[src/rtl/y_stream_pkg.sv]
// Shared definitions for the Y result-stream packer: default sizes, count-width helper
// and the packed word payload.
package y_stream_pkg;

    localparam int unsigned DEF_WIDTH = 8;
    localparam int unsigned DEF_DEPTH = 4;
    localparam int unsigned DEF_CW    = $clog2(DEF_WIDTH + 1);

    // Bits needed to hold any value 0..n inclusive.
    function automatic int unsigned cnt_width(input int unsigned n);
        return $clog2(n + 1);
    endfunction

    typedef struct packed {
        logic [DEF_CW-1:0]    count;
        logic [DEF_WIDTH-1:0] data;
    } y_word_t;

endpackage

[src/rtl/y_word_fifo.sv]
// Synchronous DEPTH-entry word FIFO; pointers wrap naturally, a separate occupancy
// count drives full, empty and level.
module y_word_fifo
    import y_stream_pkg::*;
#(
    parameter int unsigned WIDTH = DEF_WIDTH,
    parameter int unsigned DEPTH = DEF_DEPTH
) (
    input  logic                         clk,
    input  logic                         reset,
    input  logic                         push,
    input  logic [WIDTH-1:0]             push_data,
    input  logic                         pop,
    output logic [WIDTH-1:0]             pop_data,
    output logic                         full,
    output logic                         empty,
    output logic [$clog2(DEPTH+1)-1:0]   level
);

    localparam int unsigned AW = $clog2(DEPTH);
    localparam int unsigned LW = cnt_width(DEPTH);

    logic [WIDTH-1:0] mem [DEPTH];
    logic [AW-1:0]    wr_ptr;
    logic [AW-1:0]    rd_ptr;
    logic [LW-1:0]    count;
    logic             do_push;
    logic             do_pop;

    assign full    = (count == LW'(DEPTH));
    assign empty   = (count == '0);
    assign level   = count;
    assign do_push = push && !full;
    assign do_pop  = pop && !empty;
    // Empty FIFO presents zero so the head never shows stale or reset-undefined storage.
    assign pop_data = empty ? '0 : mem[rd_ptr];

    always_ff @(posedge clk or posedge reset) begin
        if (reset) begin
            wr_ptr <= '0;
            rd_ptr <= '0;
            count  <= '0;
        end else begin
            if (do_push) wr_ptr <= wr_ptr + AW'(1);
            if (do_pop)  rd_ptr <= rd_ptr + AW'(1);
            count <= count + LW'(do_push) - LW'(do_pop);
        end
    end

    always_ff @(posedge clk) begin
        if (do_push) mem[wr_ptr] <= push_data;
    end

endmodule

[src/rtl/y_word_packer.sv]
// Packs the 1-bit Y result stream LSB-first into WIDTH-bit words, buffers them and
// presents them on the W handshake; flush closes a partial word with its bit count.
module y_word_packer
    import y_stream_pkg::*;
#(
    parameter int unsigned WIDTH = DEF_WIDTH,
    parameter int unsigned DEPTH = DEF_DEPTH
) (
    input  logic                         clk,
    input  logic                         reset,
    input  logic                         Y_data,
    input  logic                         Y_enable,
    output logic                         Y_ready,
    input  logic                         flush,
    output logic [WIDTH-1:0]             W_data,
    output logic [$clog2(WIDTH+1)-1:0]   W_count,
    output logic                         W_enable,
    input  logic                         W_ready,
    output logic [$clog2(DEPTH+1)-1:0]   level
);

    localparam int unsigned CW = cnt_width(WIDTH);
    localparam int unsigned EW = WIDTH + CW;

    logic [CW-1:0]    bit_cnt;
    logic [WIDTH-1:0] assembler;
    logic [WIDTH-1:0] asm_next;
    logic [CW-1:0]    eff_cnt;
    logic             accept;
    logic             word_done;
    logic             push;
    logic             full;
    logic             empty;
    logic [EW-1:0]    head;

    // Only the last bit slot can stall, and only while the FIFO is full.
    assign Y_ready = !((bit_cnt == CW'(WIDTH - 1)) && full);

    always_comb begin
        accept   = Y_enable && Y_ready;
        asm_next = assembler;
        for (int i = 0; i < int'(WIDTH); i++) begin
            if (accept && (bit_cnt == CW'(i))) asm_next[i] = Y_data;
        end
        eff_cnt   = bit_cnt + CW'(accept);
        word_done = accept && (bit_cnt == CW'(WIDTH - 1));
        // A full word implies the FIFO had room; flush needs room and at least one bit.
        push      = word_done || (flush && !full && (eff_cnt != '0));
    end

    always_ff @(posedge clk or posedge reset) begin
        if (reset) begin
            bit_cnt   <= '0;
            assembler <= '0;
        end else if (push) begin
            bit_cnt   <= '0;
            assembler <= '0;
        end else if (accept) begin
            bit_cnt   <= eff_cnt;
            assembler <= asm_next;
        end
    end

    y_word_fifo #(
        .WIDTH (EW),
        .DEPTH (DEPTH)
    ) u_fifo (
        .clk       (clk),
        .reset     (reset),
        .push      (push),
        .push_data ({eff_cnt, asm_next}),
        .pop       (W_ready),
        .pop_data  (head),
        .full      (full),
        .empty     (empty),
        .level     (level)
    );

    assign W_enable = !empty;
    assign W_data   = head[WIDTH-1:0];
    assign W_count  = head[EW-1:WIDTH];

endmodule
[config.mk]
export PLATFORM = sky130hd
export DESIGN_NAME = y_word_packer
export DESIGN_NICKNAME = d
export VERILOG_FILES = /design/src/rtl/y_stream_pkg.sv /design/src/rtl/y_word_fifo.sv /design/src/rtl/y_word_packer.sv
export SDC_FILE = /design/constraint.sdc
export NUM_CORES = 1
export LEC_CHECK = 0
export CORE_UTILIZATION = 58
export CTS_CLUSTER_SIZE = 24
export DETAILED_ROUTE_END_ITERATION = 10
export HOLD_SLACK_MARGIN = 0.05
export PLACE_DENSITY = 0.79
export RECOVER_POWER = 25
export SYNTH_ARGS = -nofsm -noshare
export SYNTH_HDL_FRONTEND = slang
export SYNTH_SLANG_ARGS = --single-unit
export TNS_END_PERCENT = 20
[constraint.sdc]
create_clock -name clk -period 3.4 [get_ports clk]
set_input_delay 0.51 -clock clk [delete_from_list [all_inputs] [get_ports clk]]
set_output_delay 0.51 -clock clk [all_outputs]
set_load 0.005 [all_outputs]
Yosys cells after proc, flatten, opt, wreduce, memory -nomap -nowiden
Memories as Yosys holds them, arrays and structs flattened.
Cells that the tools add are included.
{"block": "op_classes", "add_sub_neg": 5, "eq_ne": 8, "mux": 15, "reduce_logical": 22}
{"cell": "4-bit by 3-bit == test with 1-bit output (second input constant)", "n": 4}
{"cell": "8-bit two-way mux", "n": 2}
{"cell": "1-bit logical AND", "n": 14}
{"cell": "12-bit two-way mux", "n": 1}
{"cell": "1-bit two-way mux", "n": 10}
{"cell": "4-bit by 2-bit == test with 1-bit output (second input constant)", "n": 2}
{"cell": "4-bit two-way mux", "n": 2}
{"cell": "2-bit by 1-bit adder with 2-bit output (second input constant)", "n": 2}
{"cell": "4-bit by 1-bit adder with 4-bit output", "n": 1}
{"cell": "4-bit by 1-bit == test with 1-bit output (second input constant)", "n": 1}
{"cell": "4-bit zero test", "n": 1}
{"cell": "4-bit nonzero test", "n": 1}
{"cell": "3-bit by 1-bit adder with 3-bit output", "n": 1}
{"cell": "3-bit == test (second input constant)", "n": 1}
{"cell": "1-bit zero test", "n": 3}
{"cell": "3-bit zero test", "n": 1}
{"cell": "3-bit by 1-bit subtractor with 3-bit output", "n": 1}
{"cell": "2-bit nonzero test", "n": 1}
{"cell": "1-bit logical OR", "n": 1}
{"block": "word_totals", "reg_bits": 19, "ram_bits": 48, "input_bits": 6, "output_inout_bits": 17, "elab_cells": 56, "n_memories": 1}
{"name": "u_fifo.mem", "words": 4, "width": 12, "read_ports": 1, "rd_clocked_by_memory_dff": 0, "wr": 1, "line_no": "y_word_fifo.sv:23", "text": "logic [WIDTH-1:0] mem [DEPTH];"}

Depth between registers and ports, before layout
Gate-level depths: netlist of the first run.
{"block": "logic_depth", "word_depth": 11, "mapped_depth": 13, "mapped_depth_nobuf": 11}

Cells and area by module
From an unflattened synthesis of the first run, not the netlist that was laid out.
{"block": "unflattened", "hier_cells": 221, "hier_area_um2": 3203.1}
{"module": "y_word_fifo", "n_inst": 1, "cells_each": 113, "area_each_um2": 2319.7, "seq_area_each_um2": 1616.6}
{"module": "y_word_packer", "n_inst": 1, "cells_each": 108, "area_each_um2": 883.3, "seq_area_each_um2": 300.3}

Worst setup path before layout of the first run
Ideal clock, no wire load.
{"block": "synth_path", "path_type": "register -> register", "start": "register bit_cnt[3]", "end": "register u_fifo.count[2], in the netlist u_fifo.level[2]", "setup_time_ps": 123, "arrival_ps": 2995, "required_time_ps": 3277, "slack_ps": 282, "path_stages_with_launch": 14, "path_buffers": 2, "period_less_slack_ps": 3118, "cell_sequence": "dfrtp_1 buf_4 and3b_1 buf_6 a31oi_1 ha_1 ha_1 xor2_1 a2111oi_4 a211oi_4 ha_1 fa_1 xnor2_1 xnor2_1"}
{"block": "synth_between", "elab_chain_cells": 11, "elab_cells_between_ends": 12, "cone_classes": "add/sub (3); eq/ne (1); reduce/logical (8)"}
{"element": "start, declared", "line_no": "y_word_packer.sv:25", "text": "logic [CW-1:0] bit_cnt;"}
{"element": "start signal, assigned", "line_no": "y_word_packer.sv:59", "text": "bit_cnt <= eff_cnt;"}
{"element": "4-bit by 3-bit == test with 1-bit output", "line_no": "y_word_packer.sv:37", "text": "assign Y_ready = !((bit_cnt == CW'(WIDTH - 1)) && full);"}
{"element": "1-bit logical AND", "line_no": "y_word_packer.sv:37"}
{"element": "1-bit zero test", "line_no": "y_word_packer.sv:37"}
{"element": "1-bit logical AND", "line_no": "y_word_packer.sv:40", "text": "accept = Y_enable && Y_ready;"}
{"element": "4-bit by 1-bit adder with 4-bit output", "line_no": "y_word_packer.sv:45", "text": "eff_cnt = bit_cnt + CW'(accept);"}
{"element": "via eff_cnt[2]", "line_no": "y_word_packer.sv:28", "text": "logic [CW-1:0] eff_cnt;"}
{"element": "4-bit nonzero test", "line_no": "y_word_packer.sv:48", "text": "push = word_done || (flush && !full && (eff_cnt != '0));"}
{"element": "1-bit logical AND", "line_no": "y_word_packer.sv:48"}
{"element": "1-bit logical OR", "line_no": "y_word_packer.sv:48"}
{"element": "1-bit logical AND", "line_no": "y_word_fifo.sv:33", "text": "assign do_push = push && !full;"}
{"element": "3-bit by 1-bit adder with 3-bit output", "line_no": "y_word_fifo.sv:46", "text": "count <= count + LW'(do_push) - LW'(do_pop);"}
{"element": "3-bit by 1-bit subtractor with 3-bit output", "line_no": "y_word_fifo.sv:46"}
{"element": "end signal, assigned", "line_no": "y_word_fifo.sv:46"}
{"element": "end, declared", "line_no": "y_word_fifo.sv:26", "text": "logic [LW-1:0] count;"}
The timed path passes the listed nets, and every way through them passes these cells.
A chain may end at the register's enable or synchronous reset.

Final worst setup path of the first run
{"block": "layout_path", "start": "input Y_enable", "end": "register u_fifo.count[2], in the netlist u_fifo.level[2]"}
{"block": "layout_between", "elab_chain_cells": 8, "elab_cells_between_ends": 9, "cone_classes": "add/sub (3); reduce/logical (6)"}
{"element": "start, declared", "line_no": "y_word_packer.sv:12", "text": "input logic Y_enable,"}
{"element": "1-bit logical AND", "line_no": "y_word_packer.sv:40"}
{"element": "4-bit by 1-bit adder with 4-bit output", "line_no": "y_word_packer.sv:45"}
{"element": "via eff_cnt[2]", "line_no": "y_word_packer.sv:28"}
{"element": "4-bit nonzero test", "line_no": "y_word_packer.sv:48"}
{"element": "1-bit logical AND", "line_no": "y_word_packer.sv:48"}
{"element": "1-bit logical OR", "line_no": "y_word_packer.sv:48"}
{"element": "1-bit logical AND", "line_no": "y_word_fifo.sv:33"}
{"element": "3-bit by 1-bit adder with 3-bit output", "line_no": "y_word_fifo.sv:46"}
{"element": "3-bit by 1-bit subtractor with 3-bit output", "line_no": "y_word_fifo.sv:46"}
The timed path passes the listed nets, and every way through them passes these cells.

==> results.cfg, run 1 <==
[detailed_routing]
vias = 1812
wl_per_cell_um = 15.98
drtPass1Iterations = 4
route.detailed.drc = 0
routed_wl_um = 5257
via_per_inst = 5.508
final_antenna_net_count = 0
drt_iter0_markers = 126

[worst_setup_path]
critPathMaxStageDelay_ns = 0.54
cp.required_ns = 3.66
slowest_stage = dlygate4sd3_1
path_common_cell = ha_1
path_max_fanout = 3
critical_path_class = primary input to flop
cp.arrival_ns = 3.26
crit_path_cell_trace = dlygate4sd3_1 -> inv_1 -> a31oi_1 -> ha_1 -> ha_1 -> xor2_1 -> a2111oi_4 -> a211oi_4 -> ha_1 -> fa_1 -> xnor2_1 -> xnor2_1
crit_path_end_kind = flop
path_buf_inv = 2
startpoint_type = primary input
cp_top_family = adder cells

[logic_synthesis]
syn_area_per_cell_um2 = 14.05
syn_nets = 233
netlist_area_um2 = 3063
synth-seq-area-share_pct = 62.58
synth_edf_count = 48
synth_cell_type_count = 35
ys.warnings.count = 0
ys.flop_type = edfxtp_1
synth-seq-cells = 67
synth_cells = 218
synthArstFlopShare_pct = 28.36

[timing]
post-route-min-period_ns = 3.000
tns_ns = 0
setup_viol = 0
rsz0062_at_grt = false
hold_violations = 0
tightest_slew_ns = 0.7340
max_slew_margin_pct = 51.02
fmax_ghz = 0.3334
min_period_over_period_pct = 88.23
maxSlewViolCount = 0
finClkSkew_ns = 0.009326

[min_path]
hold_path_class = flop to flop

[cells_and_area]
area_growth_pct = 18.06
final_net_count = 269
final_common_cell = edfxtp_1
n_antenna_cell = 0
fin_util_pct = 70.80
most-common-layout-cells = edfxtp_1 (48), nand2_1 (21), clkdlybuf4s50_1 (20)
fin_area_um2 = 3616
drive_gt1_share_pct = 16.60

[flow_run]
maxCapViolCount = 0

[pwr]
worst_ir_drop_vdd_mv = 0.5499
seq_power_share_pct = 40.7
internal_power_uw = 2254
swShare_pct = 30.38
powerDensity_nw_per_um2 = 895.2
power_leakage_uw = 0.001395
pwr-share-clk_pct = 20.9
power_switching_uw = 983.4
power_frac_comb_pct = 38.4

[grt]
grt_pass1_wl_um = 8286
grt_usage_pct = 21.58
antenna_found_initial = 0
grt_pass1_vias = 1721
grt_max_degree = 20
overflow = 0

[floorplan]
chipWidth_um = 74.67
die_area_um2 = 5576
num_rows = 26
io-pin-count = 23
initial_core_util_pct = 59.97
die_y_um = 74.67
core-area_um2 = 5107

[clocking]
cts-root-buf = clkbuf_8
numCtsBuffers = 9
ctsHoldBuffers = 0
worstSkewPairLatency_ns = 0.34
cts.sinks = 67
post_cts.repair.setup_buffers = 0
cts.clk_slew.worst_paths_ns = 0.07
cts_htree_levels = 3
cts_resized = 0
cts_tree = yes
clock_path_buffers = 2

[placed_design]
routabilityCongestion = 0.8591
dpl.hpwl_um = 3800
port_buffers = 22
placed_cell_area_um2 = 3412

[outcome]
status = finished clean
-- worst paths after layout --
path | from | to | slack, ns | cells after the start
worst max-delay path | Y_enable | u_fifo.level[2] | 0.40 | 12
worst min-delay path | assembler[7] | assembler[7] | 0.51 | 2
worst max register to register | bit_cnt[3] | u_fifo.level[2] | 0.41 | 11
worst min register to register | assembler[7] | assembler[7] | 0.51 | 2
max in group asynchronous | reset | bit_cnt[1] | 2.20 | 2
min in group asynchronous | reset | u_fifo.rd_ptr[0] | 0.73 | 2
-- Yosys cell counts, types with 4 or more instances --
master / instances / area share [%]
nand2_1: 21 / 2.6
nand3_1: 16 / 2.6
inv_1: 11 / 1.3
nand2b_1: 5 / 1.0
xnor2_1: 4 / 1.1
and2_1: 18 / 3.7
dfrtp_1: 19 / 16
ha_1: 8 / 3.3
mux4_2: 12 / 8.8
edfxtp_1: 48 / 47
a21oi_1: 13 / 2.1
o21ai_0: 8 / 1.3
-- worst min-delay path, cell delays in order, from the launching register on --
cell	delay, ns
dfrtp_1	0.33
nand2_1	0.06
nor2_1	0.08
-- flip-flops by register name, indices dropped and copies added (netlist names) --
name / count
assembler: 8
bit_cnt: 4
u_fifo.level: 3
u_fifo.mem: 48
u_fifo.rd_ptr: 2
u_fifo.wr_ptr: 2
-- routing by layer --
layer  global-route usage, %  part of all wire (%)  vias to the layer above
met3                   4.016                   5.7                       12
met5                       0                     0                        -
met4                   13.63                   1.7                        0
li1                        -                     -                      866
met2                   34.73                    51                       61
met1                   27.26                    42                      873
-- area by class of cell --
| class | instances | area [um2] |
|---|---|---|
| repair buffers | 35 | 314.1 |
| inverters | 11 | 41.29 |
| flip-flops and latches | 67 | 1917 |
| well taps | 70 | 87.58 |
| clock buffers | 14 | 172.7 |
| fillers | 357 | 1491 |
| clock inverters | 2 | 35.03 |
| multi-input cells | 130 | 1049 |
-- power groups by stage --
stage          Sequential [uW]  Clock [uW]  Combinational (uW)
3_5_place_dp              1340           0                1260
5_1_grt                   1350         714                1380
6_report                  1320         676                1240
4_1_cts                   1320         689                1260
2_1_floorplan             1250           0                 820
3_3_place_gp              1320           0                1230
-- per-stage QoR --
stage | hold WS, ns | total power, uW | instances | setup slack, ns
4_1_cts | 0.5040 | 3273 | 329 | 0.3996
2_1_floorplan | 0.4574 | 2072 | 218 | 0.2818
3_5_place_dp | 0.4891 | 2597 | 313 | 0.1241
3_3_place_gp | 0.4728 | 2550 | 313 | 0.2056
5_1_grt | 0.5209 | 3444 | 329 | 0.2515
6_report | 0.5114 | 3237 | 329 | 0.4002
-- logic make-up after synthesis --
logic type | Yosys count | share of synthesized area [%]
AOI/OAI and AO/OA | 27 | 5.923
xor gates and xnor gates | 7 | 2.002
adders and majority gates | 9 | 3.922
buffers and inverters | 21 | 3.186
DFF | 67 | 62.58
muxes | 13 | 9.314
and+or+nand+nor | 74 | 13.07
Power figures use the tool's default switching activity.
==> inputs of run 2 (changes only) <==
Settings changed: CELL_PAD_IN_SITES_DETAIL_PLACEMENT set to 1, CELL_PAD_IN_SITES_GLOBAL_PLACEMENT set to 2, CORE_UTILIZATION 58 to 44, PLACE_DENSITY 0.79 to not set, PLACE_DENSITY_LB_ADDON set to 0.1.
Clock period 3.4 ns to 3.6 ns, I/O delays scaled along.
==> results.cfg, run 2 (same netlist as run 1, synthesis figures left out) <==
[outcome]
status = finished clean

[timing]
rsz0062_at_grt = false
tightest_slew_ns = 0.8010
maxSlewViolCount = 0
hold_violations = 0
min_period_over_period_pct = 87.99
post-route-min-period_ns = 3.168
tns_ns = 0
max_slew_margin_pct = 46.54
fmax_ghz = 0.3157
setup_viol = 0
finClkSkew_ns = 0.007288
finalWorstSetupSlack_ns = 0.4325

[cells_and_area]
most-common-layout-cells = edfxtp_1 (48), nand2_1 (21), clkdlybuf4s50_1 (20)
regMostFlops = u_fifo.mem
multi_input_area_um2 = 1049
final_net_count = 267
register_area_um2 = 1917
final_common_cell = edfxtp_1
fill_cells = 672
final_cells = 337
fin_area_um2 = 3618
largest_reg_flops = 48
reg_top3 = u_fifo.mem: 48 flops, assembler: 8 flops, bit_cnt: 4 flops
area_growth_pct = 18.14
n_antenna_cell = 0
drive_gt1_share_pct = 16.34

[placed_design]
dpl.hpwl_um = 4420
placed_cell_area_um2 = 3410
place_inst = 321
port_buffers = 22
pre_cts_ws_ns = 0.1486
routabilityCongestion = 0.8694

[detailed_routing]
final_antenna_net_count = 0
routed_wl_um = 6377
vias = 1843
drt_iter0_markers = 62
via_per_inst = 5.469
drtPass1Iterations = 4
route.detailed.drc = 0
wl_per_cell_um = 18.92

[grt]
overflow = 0
antenna_found_initial = 0
grtUsageMet2_pct = 31.85
busiest_layer = met2
grt_pass1_wl_um = 10200
gr-usage-met3_pct = 4.280
grt_pass1_vias = 1924
grt_max_degree = 20
use_met1_pct = 24.71
grt_usage_pct = 19.41

[worst_setup_path]
crit_path_end_kind = flop
path_common_cell = ha_1
critPathMaxStageDelay_ns = 0.61
critPathLaunch = Y_enable
reg2reg_to = u_fifo.level[2]
startpoint_type = primary input
cp.arrival_ns = 3.44
critical_path_class = primary input to flop
r2r-start = bit_cnt[3]
crit_path_cell_trace = dlygate4sd3_1 -> inv_1 -> a31oi_1 -> ha_1 -> ha_1 -> xor2_1 -> a2111oi_4 -> a211oi_4 -> ha_1 -> fa_1 -> xnor2_1 -> xnor2_1
cp_top_family = adder cells
path_buf_inv = 2
cp.required_ns = 3.87
rrSetupSlack_ns = 0.60
slowest_stage = dlygate4sd3_1
path_max_fanout = 5
ff2ff_path_depth = 11

[floorplan]
die_y_um = 85.44
num_rows = 30
core-area_um2 = 6756
die_area_um2 = 7299
chipWidth_um = 85.44
io-pin-count = 23
initial_core_util_pct = 45.33

[clocking]
cts.clk_slew.worst_paths_ns = 0.07
cts_htree_levels = 3
cts-root-buf = clkbuf_8
cts_resized = 0
numCtsBuffers = 9
cts.sinks = 67
ctsHoldBuffers = 0
post_cts.repair.setup_buffers = 0
clock_path_buffers = 2
worstSkewPairLatency_ns = 0.34
cts_tree = yes

[min_path]
min_from = assembler[7]
hold_end = assembler[7]
min_path_cells = 2
hold_path_class = flop to flop

[pwr]
powerDensity_nw_per_um2 = 865.3
worst_ir_drop_vdd_mv = 0.3551
power_leakage_uw = 0.001386

[flow_run]
maxCapViolCount = 0
-- run 2: changes by cell type in the layout (fill, tap and decap cells not counted), sizes merged --
| cell | before | now |
|---|---|---|
| clkbuf | 15 | 11 |
| clkinv | 1 | 2 |
| clkinvlp | 0 | 1 |
| buf | 12 | 11 |
| bufinv | 1 | 2 |
-- run 2: metrics by stage --
| stage | utilization [%] | hold WS, ns | total power (uW) |
|---|---|---|---|
| final | 53.56 | 0.5204 | 3131 |
| after global routing | 53.56 | 0.5585 | 3317 |
| after CTS | 53.56 | 0.5229 | 3176 |
| after detailed placement | 50.46 | 0.5116 | 2499 |
| after global placement | 50.46 | 0.4769 | 2425 |
| after floorplan | - | 0.4574 | 1957 |
-- run 2: worst max-delay path by stage --
stage | end | slack (ns) | cells after the start
global placement | u_fifo.level[2] | 0.27 | 12
finish | u_fifo.level[2] | 0.43 | 12
global route | u_fifo.level[2] | 0.23 | 12
floorplan | u_fifo.level[2] | 0.48 | 13
detailed placement | u_fifo.level[2] | 0.15 | 12
CTS | u_fifo.level[2] | 0.51 | 12
-- run 2: cell type report --
type / count / area share [%]
Sequential cell: 67 / 52.97
Inverter: 11 / 1.141
Tap cell: 80 / 2.766
Timing Repair Buffer: 33 / 8.368
Multi-Input combinational cell: 130 / 28.98
Clock inverter: 5 / 2.144
Clock buffer: 11 / 3.631
-- run 2: report_power, final --
group	internal (uW)	total [uW]	switching (uW)
clock network	388	675	287
registers	1090	1230	133
logic	661	1230	570
total	2140	3130	989
-- run 2: worst reg2reg max path, delay by kind of cell, from the launching register on --
| kind | cells | cell delay (ns) |
|---|---|---|
| compound gates | 3 | 0.61 |
| xor+xnor | 3 | 0.54 |
| simple gates | 1 | 0.27 |
| fa+ha+maj | 4 | 1.06 |
| flops | 1 | 0.47 |
-- run 2: metal layers --
layer,wire length [um],vias up
met5,0,-
met4,133,0
met3,179,12
met2,3224,35
met1,2839,936
li1,-,860
